### config.mk
export PLATFORM = sky130hd
export DESIGN_NAME = shift_cmd_queue
export DESIGN_NICKNAME = d
export VERILOG_FILES = /design/src/rtl/shift_cmd_queue.sv
export SDC_FILE = /design/constraint.sdc
export NUM_CORES = 1
export LEC_CHECK = 0
export BUFFER_PORTS_ARGS = -buffer_cell sky130_fd_sc_hd__buf_2
export CAP_MARGIN = 20
export CORE_UTILIZATION = 50
export CTS_CLUSTER_DIAMETER = 200
export DETAILED_ROUTE_END_ITERATION = 6
export GPL_TIMING_DRIVEN = 0
export PLACE_DENSITY = 0.83
export SYNTH_ARGS = -nofsm -noshare
export SYNTH_HDL_FRONTEND = slang
export SYNTH_SLANG_ARGS = --single-unit
export TNS_END_PERCENT = 1
### constraint.sdc
create_clock -name clk -period 2.1 [get_ports clk]
set_clock_uncertainty 0.15 [all_clocks]
set_input_delay 0.42 -clock clk [delete_from_list [all_inputs] [get_ports clk]]
set_output_delay 0.42 -clock clk [all_outputs]
set_load 0.01 [all_outputs]
### src/rtl/shift_cmd_queue.sv
// Command queue and result register around a combinational barrel rotator.
// Latency: minimum 2 edges from command acceptance to out_valid; 1 result/cycle sustained.
// Backpressure: in_ready drops at DEPTH queued; the held result stalls while out_ready=0.
module shift_cmd_queue #(
   parameter int WIDTH       = 8,
   parameter int SHIFT_WIDTH = 3,
   parameter int DEPTH       = 4,
   parameter int PTR_W       = 2
) (
   input  logic                   clk,
   input  logic                   rst,
   input  logic                   in_valid,
   output logic                   in_ready,
   input  logic [WIDTH-1:0]       in_data,
   input  logic [SHIFT_WIDTH-1:0] in_amount,
   input  logic                   in_dir,
   output logic [WIDTH-1:0]       sh_data_in,
   output logic [SHIFT_WIDTH-1:0] sh_shift_amount,
   output logic                   sh_direction,
   input  logic [WIDTH-1:0]       sh_data_out,
   output logic                   out_valid,
   input  logic                   out_ready,
   output logic [WIDTH-1:0]       out_data,
   output logic [PTR_W:0]         count
);

   // Entry layout: {data, amount, dir}
   localparam int ENTRY_W = WIDTH + SHIFT_WIDTH + 1;
   localparam logic [PTR_W:0] FULL_CNT = (PTR_W+1)'(DEPTH);

   logic [ENTRY_W-1:0] mem [DEPTH];
   logic [PTR_W-1:0]   wr_ptr;
   logic [PTR_W-1:0]   rd_ptr;
   logic [ENTRY_W-1:0] head;
   logic               push;
   logic               issue;
   logic               not_empty;

   assign not_empty = (count != '0);
   assign in_ready  = (count != FULL_CNT);
   assign push      = in_valid && in_ready;
   // The output slot is free when empty or being handed off this cycle.
   assign issue     = not_empty && (!out_valid || out_ready);
   assign head      = mem[rd_ptr];

   // Present the head entry to the rotator; quiet zeros when nothing is queued.
   always_comb begin
      sh_data_in      = '0;
      sh_shift_amount = '0;
      sh_direction    = 1'b0;
      if (not_empty) begin
         sh_data_in      = head[ENTRY_W-1 -: WIDTH];
         sh_shift_amount = head[SHIFT_WIDTH:1];
         sh_direction    = head[0];
      end
   end

   // Queue storage; contents need no reset since count gates every read.
   always_ff @(posedge clk) begin
      if (push) begin
         mem[wr_ptr] <= {in_data, in_amount, in_dir};
      end
   end

   // Pointers and occupancy; reset wins over any push/issue on the same edge.
   always_ff @(posedge clk) begin
      if (rst) begin
         wr_ptr <= '0;
         rd_ptr <= '0;
         count  <= '0;
      end else begin
         if (push) begin
            wr_ptr <= wr_ptr + PTR_W'(1);
         end
         if (issue) begin
            rd_ptr <= rd_ptr + PTR_W'(1);
         end
         case ({push, issue})
            2'b10:   count <= count + (PTR_W+1)'(1);
            2'b01:   count <= count - (PTR_W+1)'(1);
            default: count <= count;
         endcase
      end
   end

   // Result holding register: capture on issue, clear valid on a bare handshake.
   always_ff @(posedge clk) begin
      if (rst) begin
         out_valid <= 1'b0;
         out_data  <= '0;
      end else if (issue) begin
         out_valid <= 1'b1;
         out_data  <= sh_data_out;
      end else if (out_valid && out_ready) begin
         out_valid <= 1'b0;
      end
   end

endmodule

==> reports/qor.csv <==
stage;metric;value;unit
cells_and_area;n_fill_cell;375;
clock_network;cts-hold-fix-buffers;0;
worst_setup_path;r2r_slack;-0.01;ns
sta;fin_crit_sh;1.05;
clock_network;cts_tree;done;
synthesis;ys_types;31;
clock_network;cts.clk_slew.worst_paths;0.07;ns
clock_network;cts_buffer_depth;2;
worst_setup_path;required;1.53;ns
synthesis;synth_warnings;0;
synthesis;synth_mux_area_frac;0.120;
clock_network;clock-sinks;66;
global_route;grt_max_degree;13;
synthesis;synth_cells;170;
die;boundaryPins;49;
drt;antenna_left;0;
run;cap_violations;0;
global_route;overflow;0;
clock_network;cts_buffers;9;
die;die-area;0.00585;mm2
sta;slew_viol_final;0;
synthesis;synthSimpleGateAreaFrac;0.124;
synthesis;syn_area_per_cell;16.3;um2
worst_setup_path;critPathKind;reg -> out;
sta;holdWs;0.152;ns
power_and_ir_drop;peakVddDrop;0.827;mV
power_and_ir_drop;power_density;1410;mW/mm2
sta;rsz0062_at_grt;true;
clock_network;clockRootBuffer;clkbuf_8;
placement;finalWeightedCongestion;0.760;
cells_and_area;final_nets;262;
worst_setup_path;end_kind;primary output;
worst_setup_path;arrival;1.64;ns
drt;vias;1576;
cells_and_area;final_layout_size_suffix_gt1_frac;0.443;
global_route;antenna_found_initial;0;
synthesis;synth_top_family_by_area;simple AND/OR/NAND/NOR gates;
synthesis;synth-compound-area-share;0.0401;
clock_network;h-tree-depth;3;
drt;route.detailed.drc;0;
die;fp-row-count;26;
drt;firstDrtPassIters;6;
worst_setup_path;cp_max_fo;5;
drt;routed_wl;4700;um
power_and_ir_drop;totalPowerFinal;0.00485;W
synthesis;seq_area_frac_synth;0.650;
synthesis;synth.cell_area;0.00277;mm2
sta;slew_headroom;0.589;
global_route;track_usage;0.182;
cells_and_area;n_antenna_cell;0;
power_and_ir_drop;power.leakage;1.29;nW
sta;hold_viol;0;
sta;fmax;453;MHz
synthesis;synth-adder-area-share;0.0298;
global_route;grt_pass1_wl;7910;um
drt;drt-wirelength-per-cell;15.3;um
global_route;grt_pass1_vias;1625;
run_status;outcome;finished, violations left;
synthesis;ys_seq_elements;66;
drt;drt_iter0_markers;145;
sta;worstMarginPinSlew;0.616;ns
placement;dp_hpwl;3110;um
clock_network;clkLatencyLatePin;0.33;ns
die;initial_core_util;0.530;
placement;port_buffers;48;
sta;fin_crit;2.21;ns
die;die_w;76.5;um
die;die_y;76.5;um
worst_setup_path;critical_path.startpoint_type;flip-flop;
run_status;violations;negative setup slack;
synthesis;synth_nets;200;
cells_and_area;area_growth;23.8;%
die;core;0.00524;mm2
drt;via_per_inst;5.13;
sta;fin_ws;-0.106;ns
synthesis;synth_xor_area_frac;0.00631;
sta;setup_violations;13;
hold_path;hp-class;in -> reg;
## area by class of cell
type | instances | area (um2) | share of cell area
flip-flops and latches | 66 | 1810 | 0.526
multi-input cells | 89 | 917 | 0.267
repair buffers | 51 | 362 | 0.105
clock buffers | 11 | 131 | 0.0383
well taps | 70 | 87.6 | 0.0255
plain buffers | 9 | 86.3 | 0.0251
inverters | 6 | 22.5 | 0.00656
clock inverters | 5 | 21.3 | 0.00619
## critical path, cell delays in order (launching register included)
cell,delay (ns)
dfxtp_4,0.40
buf_16,0.14
mux4_2,0.51
nor2b_4,0.14
buf_6,0.11
## cells in the mapped netlist
cell / count / area share
mux2i_1: 1 / 0.0036
nor2_1: 8 / 0.011
nor2_2: 1 / 0.0023
edfxtp_1: 48 / 0.52
o21ai_1: 1 / 0.0018
mux2_2: 4 / 0.016
clkbuf_1: 1 / 0.0014
mux4_1: 2 / 0.019
o21ai_0: 8 / 0.014
a21oi_1: 11 / 0.020
buf_1: 2 / 0.0027
ha_1: 5 / 0.023
fa_1: 1 / 0.0072
buf_4: 2 / 0.0054
dfxtp_1: 18 / 0.13
nor2b_4: 10 / 0.050
a21boi_2: 1 / 0.0041
nand3b_1: 8 / 0.022
nor2b_1: 5 / 0.011
inv_1: 6 / 0.0081
mux4_2: 10 / 0.081
or3_1: 1 / 0.0023
buf_2: 2 / 0.0036
nand2_1: 1 / 0.0014
nor3_4: 1 / 0.0059
nand2b_1: 3 / 0.0068
xor2_1: 2 / 0.0063
buf_8: 1 / 0.0054
and2_1: 4 / 0.0090
buf_6: 1 / 0.0041
nor3b_1: 1 / 0.0027
## timing repair
action / in CTS / in global routing
buffers inserted: 1 / 1
pin swaps: 3 / 1
resized for setup: 28 / 3
setup endpoints to repair: 13 / 14
gates cloned: 1 / 0
## worst paths after layout
| kind | to | startpoint | cells after the start |
|---|---|---|---|
| max | sh_direction | flip-flop | 4 |
| min | mem[1][1] | in_amount[0] | 1 |
| max reg2reg | count[2] | out_valid | 9 |
| min reg2reg | out_data[7] | out_data[7] | 2 |
## cell usage in the layout (no fill, tap or decap), types with 2 or more instances in the layout
master and instances:
a21oi_1 11, buf_12 2, edfxtp_1 48, mux4_2 12
nor2_1 7, inv_1 5, clkinv_1 3, nand2b_1 3
clkbuf_8 9, o21ai_0 8, nor2b_1 3, dfxtp_1 16
nand3b_1 8, clkbuf_1 3, and2_1 4, xor2_1 2
ha_1 4, mux2_2 4, buf_2 37, clkinv_2 2
buf_4 2, buf_1 2, nor2b_4 12, buf_6 15
## flip-flops by register name, summed over array words and instances (netlist names), named ones only
signal / cells
count: 3
rd_ptr: 2
out_data: 8
mem: 48
wr_ptr: 2
out_valid: 1
## where the power goes
group	switching, W	internal, W
registers	0.000137	0.00164
logic	0.000966	0.00126
clock network	0.000440	0.000413
## metal layers
metal | vias up | part of all wire | track usage
li1 | 755 | - | -
met1 | 784 | 0.43 | 0.230
met2 | 30 | 0.52 | 0.292
met3 | 7 | 0.030 | 0.0395
met4 | 0 | 0.020 | 0.102
met5 | - | 0 | 0
## cell families (layout without fill, tap and decap cells)
kind of cell    count (synthesis)  after routing
flops                          66             66
mux                            17             17
compound gates                 21             21
buf+inv                        15             82
fa+ha+maj                       6              6
xor+xnor                        2              2
simple gates                   43             43
## stage by stage
stage | utilization | setup slack (ns) | TNS, ns | instances | instance area, um2
floorplan | - | 0.0159 | 0 | 170 | 2790
global placement | 0.596 | -0.150 | -0.150 | 288 | 3120
detailed placement | 0.596 | -0.198 | -0.198 | 288 | 3120
CTS | 0.652 | -0.120 | -1.22 | 306 | 3410
global route | 0.656 | -0.143 | -1.68 | 307 | 3430
finish | 0.656 | -0.106 | -0.938 | 307 | 3430
Note: power is estimated with default switching activity, not from simulation.
